## src/rtl/hazard_stall_unit_if.sv

```systemverilog
// ID-stage hazard bundle: hazard inputs from ID/EX/MEM, stall/flush controls back to the pipeline.
interface hazard_stall_unit_if #(parameter int CNT_W = 32);
    logic [4:0]       id_rs1_i;
    logic [4:0]       id_rs2_i;
    logic             id_uses_rs1_i;
    logic             id_uses_rs2_i;
    logic [4:0]       ex_rd_i;
    logic             ex_memread_i;
    logic             mem_req_i;
    logic             mem_ready_i;
    logic             branch_taken_i;
    logic             Hazard_o;
    logic             pc_write_o;
    logic             ifid_write_o;
    logic             ifid_flush_o;
    logic             idex_write_o;
    logic             exmem_write_o;
    logic [CNT_W-1:0] stall_cnt_o;
    logic [1:0]       state_o;

    modport master (
        output id_rs1_i, id_rs2_i, id_uses_rs1_i, id_uses_rs2_i, ex_rd_i, ex_memread_i,
               mem_req_i, mem_ready_i, branch_taken_i,
        input  Hazard_o, pc_write_o, ifid_write_o, ifid_flush_o, idex_write_o,
               exmem_write_o, stall_cnt_o, state_o
    );
    modport slave (
        input  id_rs1_i, id_rs2_i, id_uses_rs1_i, id_uses_rs2_i, ex_rd_i, ex_memread_i,
               mem_req_i, mem_ready_i, branch_taken_i,
        output Hazard_o, pc_write_o, ifid_write_o, ifid_flush_o, idex_write_o,
               exmem_write_o, stall_cnt_o, state_o
    );
endinterface

```

## src/rtl/hazard_stall_unit.sv

```systemverilog
// ID-stage hazard controller: load-use bubbles, memory-wait freeze, branch flush, stall counter.
module hazard_stall_unit #(
    parameter int LU_STALL_CYC = 1,
    parameter int CNT_W        = 32
) (
    input  logic              sys_clk,
    input  logic              sys_rst_n,
    hazard_stall_unit_if.slave hz
);
    typedef enum logic [1:0] {RUN = 2'd0, LU_STALL = 2'd1, MEM_WAIT = 2'd2} state_t;

    state_t           state, stateNxt;
    logic [2:0]       luRem, luRemNxt;
    logic             resumeLu, resumeNxt;
    logic [CNT_W-1:0] stallCnt;
    logic             lu, mw, stallOut;

    assign lu = hz.ex_memread_i && (hz.ex_rd_i != 5'd0) &&
                ((hz.id_uses_rs1_i && (hz.id_rs1_i == hz.ex_rd_i)) ||
                 (hz.id_uses_rs2_i && (hz.id_rs2_i == hz.ex_rd_i)));
    assign mw = hz.mem_req_i && !hz.mem_ready_i;

    // Bubble sequencing is active in LU_STALL, and on the release cycle of a wait that interrupted it.
    assign stallOut = !mw && ((state == LU_STALL) || (state == MEM_WAIT && resumeLu));

    always_ff @(posedge sys_clk or negedge sys_rst_n) begin
        if (!sys_rst_n) begin
            state    <= RUN;
            luRem    <= 3'd0;
            resumeLu <= 1'b0;
        end else begin
            state    <= stateNxt;
            luRem    <= luRemNxt;
            resumeLu <= resumeNxt;
        end
    end

    always_comb begin
        stateNxt  = state;
        luRemNxt  = luRem;
        resumeNxt = resumeLu;
        if (mw) begin
            if (state != MEM_WAIT) begin
                stateNxt  = MEM_WAIT;
                resumeNxt = (state == LU_STALL);
            end
        end else if (stallOut) begin
            luRemNxt = luRem - 3'd1;
            stateNxt = (luRem == 3'd1) ? RUN : LU_STALL;
        end else begin
            // A taken branch squashes the ID instruction, so its load-use hit is moot.
            stateNxt = RUN;
            if (!hz.branch_taken_i && lu && (LU_STALL_CYC > 1)) begin
                stateNxt = LU_STALL;
                luRemNxt = 3'(LU_STALL_CYC - 1);
            end
        end
    end

    always_comb begin
        hz.Hazard_o      = 1'b0;
        hz.ifid_flush_o  = 1'b0;
        hz.pc_write_o    = 1'b1;
        hz.ifid_write_o  = 1'b1;
        hz.idex_write_o  = 1'b1;
        hz.exmem_write_o = 1'b1;
        if (!sys_rst_n) begin
            hz.Hazard_o = 1'b0;
        end else if (mw) begin
            hz.pc_write_o    = 1'b0;
            hz.ifid_write_o  = 1'b0;
            hz.idex_write_o  = 1'b0;
            hz.exmem_write_o = 1'b0;
        end else if (stallOut) begin
            hz.Hazard_o     = 1'b1;
            hz.pc_write_o   = 1'b0;
            hz.ifid_write_o = 1'b0;
        end else if (hz.branch_taken_i) begin
            hz.Hazard_o     = 1'b1;
            hz.ifid_flush_o = 1'b1;
        end else if (lu) begin
            hz.Hazard_o     = 1'b1;
            hz.pc_write_o   = 1'b0;
            hz.ifid_write_o = 1'b0;
        end
    end

    always_ff @(posedge sys_clk or negedge sys_rst_n) begin
        if (!sys_rst_n)
            stallCnt <= '0;
        else if (!hz.pc_write_o && (stallCnt != {CNT_W{1'b1}}))
            stallCnt <= stallCnt + 1'b1;
    end

    assign hz.stall_cnt_o = stallCnt;
    assign hz.state_o     = state;
endmodule
```

## src/flat_wrapper.sv

```systemverilog
// flat-port wrapper written by rule: the top's interface ports become plain ports
module hazard_stall_unit_flat 
#(
    parameter int LU_STALL_CYC = 1,
    parameter int CNT_W        = 32
)
  (sys_clk, sys_rst_n, hz_id_rs1_i, hz_id_rs2_i, hz_id_uses_rs1_i, hz_id_uses_rs2_i, hz_ex_rd_i, hz_ex_memread_i, hz_mem_req_i, hz_mem_ready_i, hz_branch_taken_i, hz_Hazard_o, hz_pc_write_o, hz_ifid_write_o, hz_ifid_flush_o, hz_idex_write_o, hz_exmem_write_o, hz_stall_cnt_o, hz_state_o);
  hazard_stall_unit_if #(.CNT_W(CNT_W)) hz_i ();
  input  logic sys_clk;
  input  logic sys_rst_n;
  input wire logic [$bits(hz_i.id_rs1_i)-1:0] hz_id_rs1_i;
  input wire logic [$bits(hz_i.id_rs2_i)-1:0] hz_id_rs2_i;
  input wire logic [$bits(hz_i.id_uses_rs1_i)-1:0] hz_id_uses_rs1_i;
  input wire logic [$bits(hz_i.id_uses_rs2_i)-1:0] hz_id_uses_rs2_i;
  input wire logic [$bits(hz_i.ex_rd_i)-1:0] hz_ex_rd_i;
  input wire logic [$bits(hz_i.ex_memread_i)-1:0] hz_ex_memread_i;
  input wire logic [$bits(hz_i.mem_req_i)-1:0] hz_mem_req_i;
  input wire logic [$bits(hz_i.mem_ready_i)-1:0] hz_mem_ready_i;
  input wire logic [$bits(hz_i.branch_taken_i)-1:0] hz_branch_taken_i;
  output wire logic [$bits(hz_i.Hazard_o)-1:0] hz_Hazard_o;
  output wire logic [$bits(hz_i.pc_write_o)-1:0] hz_pc_write_o;
  output wire logic [$bits(hz_i.ifid_write_o)-1:0] hz_ifid_write_o;
  output wire logic [$bits(hz_i.ifid_flush_o)-1:0] hz_ifid_flush_o;
  output wire logic [$bits(hz_i.idex_write_o)-1:0] hz_idex_write_o;
  output wire logic [$bits(hz_i.exmem_write_o)-1:0] hz_exmem_write_o;
  output wire logic [$bits(hz_i.stall_cnt_o)-1:0] hz_stall_cnt_o;
  output wire logic [$bits(hz_i.state_o)-1:0] hz_state_o;
  assign hz_i.id_rs1_i = hz_id_rs1_i;
  assign hz_i.id_rs2_i = hz_id_rs2_i;
  assign hz_i.id_uses_rs1_i = hz_id_uses_rs1_i;
  assign hz_i.id_uses_rs2_i = hz_id_uses_rs2_i;
  assign hz_i.ex_rd_i = hz_ex_rd_i;
  assign hz_i.ex_memread_i = hz_ex_memread_i;
  assign hz_i.mem_req_i = hz_mem_req_i;
  assign hz_i.mem_ready_i = hz_mem_ready_i;
  assign hz_i.branch_taken_i = hz_branch_taken_i;
  assign hz_Hazard_o = hz_i.Hazard_o;
  assign hz_pc_write_o = hz_i.pc_write_o;
  assign hz_ifid_write_o = hz_i.ifid_write_o;
  assign hz_ifid_flush_o = hz_i.ifid_flush_o;
  assign hz_idex_write_o = hz_i.idex_write_o;
  assign hz_exmem_write_o = hz_i.exmem_write_o;
  assign hz_stall_cnt_o = hz_i.stall_cnt_o;
  assign hz_state_o = hz_i.state_o;
  hazard_stall_unit #(.LU_STALL_CYC(LU_STALL_CYC), .CNT_W(CNT_W)) u_core (.sys_clk(sys_clk), .sys_rst_n(sys_rst_n), .hz(hz_i));
endmodule
```

## config.mk

```make
export PLATFORM = sky130hd
export DESIGN_NAME = hazard_stall_unit_flat
export DESIGN_NICKNAME = d
export VERILOG_FILES = /design/src/rtl/hazard_stall_unit_if.sv /design/src/rtl/hazard_stall_unit.sv /design/src/flat_wrapper.sv
export SDC_FILE = /design/constraint.sdc
export NUM_CORES = 1
export LEC_CHECK = 0
export ABC_CLOCK_PERIOD_IN_PS = 2700
export BUFFER_PORTS_ARGS = -buffer_cell sky130_fd_sc_hd__buf_4
export CORE_UTILIZATION = 50
export DETAILED_ROUTE_END_ITERATION = 8
export PLACE_DENSITY = 0.78
export SYNTH_ARGS = -nofsm -noshare
export SYNTH_HDL_FRONTEND = slang
export SYNTH_SLANG_ARGS = --single-unit
export TNS_END_PERCENT = 10
```

## constraint.sdc

```tcl
create_clock -name sys_clk -period 2.7 [get_ports sys_clk]
set_clock_uncertainty 0.15 [all_clocks]
set_input_delay 0.135 -clock sys_clk [delete_from_list [all_inputs] [get_ports sys_clk]]
set_output_delay 0.135 -clock sys_clk [all_outputs]
set_load 0.1 [all_outputs]
```

=== Word level (Yosys, flattened, before mapping) ===
Index checks and enable logic that the tools add are counted.

* $add $sub $neg: 2
* Eq/ne operators: 8
* Multiplexer cells: 20
* Bitwise logic cells: 1
* Reductions and logical operators: 16

{| class="wikitable"
|+ Operator list
! kind !! count
|-
| $add A32 B1 Y32 const B || 1
|-
| $ne A32 B32 Y1 const B || 1
|-
| $mux W1 || 17
|-
| $eq A5 B5 Y1 || 2
|-
| $logic_and A1 B1 Y1 || 8
|-
| $mux W2 || 3
|-
| $reduce_bool A5 Y1 || 1
|-
| $ne A2 B2 Y1 const B || 2
|-
| $reduce_and A2 Y1 || 2
|-
| $eq A3 B1 Y1 const B || 1
|-
| $logic_not A1 Y1 || 3
|-
| $sub A3 B1 Y3 const B || 1
|-
| $eq A2 B1 Y1 const B || 1
|-
| $eq A2 B2 Y1 const B || 1
|-
| $logic_or A1 B1 Y1 || 2
|-
| $not A1 Y1 || 1
|}

* Bits in registers: 38
* Input port bits: 23
* Output and inout port bits: 40
* Logic and storage cells: 51

=== Depth between registers and ports, before layout ===
* Depth in word-level cells: 11
* Gate-level depth with buffers: 10

=== Worst setup path before layout ===
OpenSTA, ideal clock, no wires.

* Kind: reg2out
* From: register u_core.state[0], in the netlist u_core.hz.state_o[0]
* To: output hz_pc_write_o
* Arrival time: 3.558 ns
* Required time: 2.415 ns
* Setup slack: -1.143 ns
* Cell stages (with the launch flop): 5
* Buffers on the path: 1
* Path through: dfrtp_1 -> and3b_1 -> o31a_1 -> a21oi_1 -> buf_4

* Cells in the longest elaborated chain, start to end: 7
* Elaborated cells on any way between the ends: 8
* Classes of those cells: 2 x eq/ne; 3 x mux; 3 x reduce/logical

{| class="wikitable"
|+ RTL lines
! element !! RTL line !! source
|-
| from (decl) || hazard_stall_unit.sv:12 || <nowiki>state_t state, stateNxt;</nowiki>
|-
| from (signal assigned) || hazard_stall_unit.sv:32 || <nowiki>state <= stateNxt;</nowiki>
|-
| $eq A2 B2 Y1 || hazard_stall_unit.sv:24 || <nowiki>assign stallOut = !mw && ((state == LU_STALL) || (state == MEM_WAIT && resumeLu));</nowiki>
|-
| $logic_and A1 B1 Y1 || hazard_stall_unit.sv:24 ||
|-
| $logic_or A1 B1 Y1 (*) || hazard_stall_unit.sv:24 ||
|-
| $logic_and A1 B1 Y1 (*) || hazard_stall_unit.sv:24 ||
|-
| $mux W1 (*) (3 in a row) || n/a ||
|-
| to (decl) || flat_wrapper.sv:21 || <nowiki>output wire logic [$bits(hz_i.pc_write_o)-1:0] hz_pc_write_o;</nowiki>
|}

Every way passes the cells marked *; elsewhere a longest branch is shown, timed or not.

=== Final worst setup path ===
* From: register u_core.stallCnt[7], in the netlist u_core.hz.stall_cnt_o[7]
* To: register u_core.stallCnt[18], in the netlist u_core.hz.stall_cnt_o[18]

* Cells in the longest elaborated chain, start to end: 2
* Elaborated cells on any way between the ends: 3
* Classes of those cells: 1 x add/sub; 1 x eq/ne; 1 x reduce/logical

{| class="wikitable"
|+ RTL lines
! element !! RTL line !! source
|-
| from (decl) || hazard_stall_unit.sv:15 || <nowiki>logic [CNT_W-1:0] stallCnt;</nowiki>
|-
| from (signal assigned) || hazard_stall_unit.sv:92 || <nowiki>stallCnt <= stallCnt + 1'b1;</nowiki>
|-
| branches (longest 2 deep; another with $add A32 B1 Y32) || n/a ||
|}

Several ways; the timed one is not identified.
A chain may end at the register's enable or synchronous reset.

==> metrics.txt <==
die height=66.5 um; Slew Limit Headroom=about three quarters; vias in the first global route=~1600; sequential power share=44.6%; flops & latches, synth=38; Ys Warns=0; sw frac=between 30 and 40%; max incr delay on CP=440 ps; die extent in x=approximately 66 um; Port Buf Inserts=just over 60; fin crit share=between 80% and 90%; number of buffers and inverters on the critical path=1; top_reg_cell synth=dfrtp_1; sum of negative setup slack=0 ps; GRT Util Overall=22.1%; Worst-Skew Late Latency=around 290 ps; unrepaired setup endpoints after global routing=false; outcome=complete, no violations; crit-path cells=and3_1 > and2_0 > nand4_1 > o211a_1 > buf_4 > nand4_1 > xnor2_1; DP Cell Count=approximately 300; hold buffers post-CTS=1; post-DP HPWL=roughly 3.3 mm; first drt pass iteration count=4; Syn Inst Count=between 150 and 200; Worst-path clk slew=about 70 ps; row cnt=23; Total Power=1.43 mW; synthesized net count=~230; I/O Pins=63; WP data required=~2700 ps; Starting Density=between 50 and 60%; die area=~4400 um2; GRT overflow=0; EDFF count, synth=0; RePlAce Congestion=between 0.8 and 0.9; CTS Buf Count=5; worst-path maximum fanout=14; Final WS setup=495 ps; Critical Path End Type=register; Setup CP Type=reg2reg; initial antenna violation count=0; area grow syn2layout=29.7%; Hold Fails Final Rpt=0; max-cap violations=0; worst slew pin tran=roughly 370 ps; combinational share of power=a little over a quarter; clock share of power=approximately 28%; Peak Freq=between 0.4 and 0.5 GHz; ant diodes=0; CP delay by family, top=simple AND/OR/NAND/NOR gates; crit path DAT=between 2000 and 2500 ps; # resized after CTS=0; Post-Route WL=between 4 and 5 mm; Remaining DRCs=0; total net switching power=~530 uW; Tmin final=2210 ps; pre-CTS setup slack=about 520 ps; Async S/R FF share, synth=100%; CTS tree=done; # setup viols final=0; Leak=approximately 1.2 nW; Slew Limit Fails=0; post-route ant nets=0; critical path launch point type=register; syn_area_per_cell=roughly 10 um2; first-pass GRT wire length=7.25 mm; largest net degree at the start of global routing=26; # H-tree levels=2; wire per inst=13.8 um; power per cell area=around 530 nW/um2; worst hold path class=in2reg; Final Util=about two thirds; post-synthesis sequential area ratio=45.8%; clk root buf=clkbuf_8; Vias=1736; layout cell share with drive strength beyond 1=approximately 33%; Core Region=between 4000 and 5000 um2; vias per cell=5.48; flop2flop setup slack=a little under 500 ps; most used cell, CP=nand4_1; maximum VDD drop=847 uV; final net count=slightly below 300; Int Pwr=900 uW; Setup Fix Bufs, Post-CTS=0; synthesized cell area=2080 um2; fin cells=about 320; Sink Count=38; first-iteration detailed-routing DRC count=between 80 and 90; CP max stage cell=dfrtp_1; number of library cell types mapped by synthesis=42; clk buf depth=2
[state kept, by name, indices dropped and copies added, names as in the netlist]
register	count
u_core.luRem	3
u_core.hz.stall_cnt_o	32
u_core.hz.state_o	2
u_core.resumeLu	1
[layer usage]
layer	up-vias	share of wire [%]	GRT usage, %
met5	-	0	0
met4	0	1.4	7.45
met3	8	4.6	5.31
met2	43	49	37.9
met1	853	45	26.9
li1	832	-	-
[through the flow]
step | hold WS [ps] | instance area, um2
final | 87.9 | 2700
after global routing | 147 | 2700
after CTS | 78.3 | 2700
after detailed placement | -96.7 | 2590
after global placement | -102 | 2590
after floorplan | -311 | 2090
[worst paths after layout]
kind | startpoint | to | cells past startpoint
max | u_core.hz.stall_cnt_o[7]$_DFFE_PN0P_ | u_core.hz.stall_cnt_o[18]$_DFFE_PN0P_ | 7
min | hz_mem_req_i | u_core.hz.state_o[1]$_DFFE_PN0P_ | 3
max reg2reg | u_core.hz.stall_cnt_o[7]$_DFFE_PN0P_ | u_core.hz.stall_cnt_o[18]$_DFFE_PN0P_ | 7
min reg2reg | u_core.luRem[2]$_DFFE_PN0P_ | u_core.luRem[2]$_DFFE_PN0P_ | 1
max in group asynchronous | sys_rst_n | u_core.hz.stall_cnt_o[16]$_DFFE_PN0P_ | 3
min in group asynchronous | sys_rst_n | u_core.hz.stall_cnt_o[0]$_DFFE_PN0P_ | 2
[logic make-up after synthesis]
family	after synthesis	synth area share [%]
AO/OA/AOI/OAI	14	5.18
buffers and inverters	15	4.45
adder cells (fa/ha/maj)	3	1.81
AND/OR/NAND/NOR	85	24.1
XOR/XNOR	43	18.1
flip-flops	38	45.8
multiplexers	1	0.542
[worst register-to-register path, delay by kind of cell, from the launching register on]
family / cells / cell delay, ps
simple gates: 4 / 780
buf+inv: 1 / 270
flops: 1 / 440
xor+xnor: 1 / 140
compound gates: 1 / 320
[placed cells by master (no fill, tap or decap), types with 3 or more instances in the layout]
| cell | count |
|---|---|
| dfrtp_1 | 38 |
| xor2_1 | 5 |
| and2_1 | 3 |
| xnor2_1 | 38 |
| and3_1 | 6 |
| nand3_2 | 6 |
| nor4_1 | 4 |
| inv_1 | 7 |
| nand3_1 | 5 |
| buf_4 | 67 |
| ha_1 | 3 |
| nand4_1 | 21 |
| clkbuf_8 | 6 |
| nor2_1 | 10 |
| nand2_1 | 13 |
[power groups by stage]
| stage | clock (mW) | combinational [mW] | sequential (mW) |
|---|---|---|---|
| 4_1_cts | 0.418 | 0.394 | 0.638 |
| 6_report | 0.402 | 0.392 | 0.638 |
| 3_5_place_dp | 0 | 0.393 | 0.647 |
| 2_1_floorplan | 0 | 0.100 | 0.827 |
| 5_1_grt | 0.442 | 0.409 | 0.643 |
| 3_3_place_gp | 0 | 0.387 | 0.647 |
[Yosys cell counts, types with 2 or more instances]
cell      instances  area share (%)
inv_1             7             1.3
nor2b_1           2            0.60
a21oi_1           3            0.72
xor2_1            5             2.1
nand3_2           6             2.9
buf_6             2             1.1
nand2_1          13             2.3
buf_2             2            0.48
and2_1            3            0.90
and4_1            2            0.84
nand2b_1          2            0.60
ha_1              3             1.8
dfrtp_1          38              46
nor2_1           11             2.0
nand3_1           5             1.2
xnor2_1          38              16
and3_1            6             1.8
nand4_1          21             6.3
and2_0            2            0.60
buf_4             2            0.72
nor3_1            2            0.48
nor4_1            4             1.2
[area by class of cell]
class	count	area, um2
Fill cell	307	1300
Multi-Input combinational cell	146	1050
Sequential cell	38	951
Timing Repair Buffer	68	513
Clock buffer	6	82.6
Tap cell	50	62.6
Inverter	7	26.3
Clock inverter	2	12.5
Power figures use the tool's default switching activity.
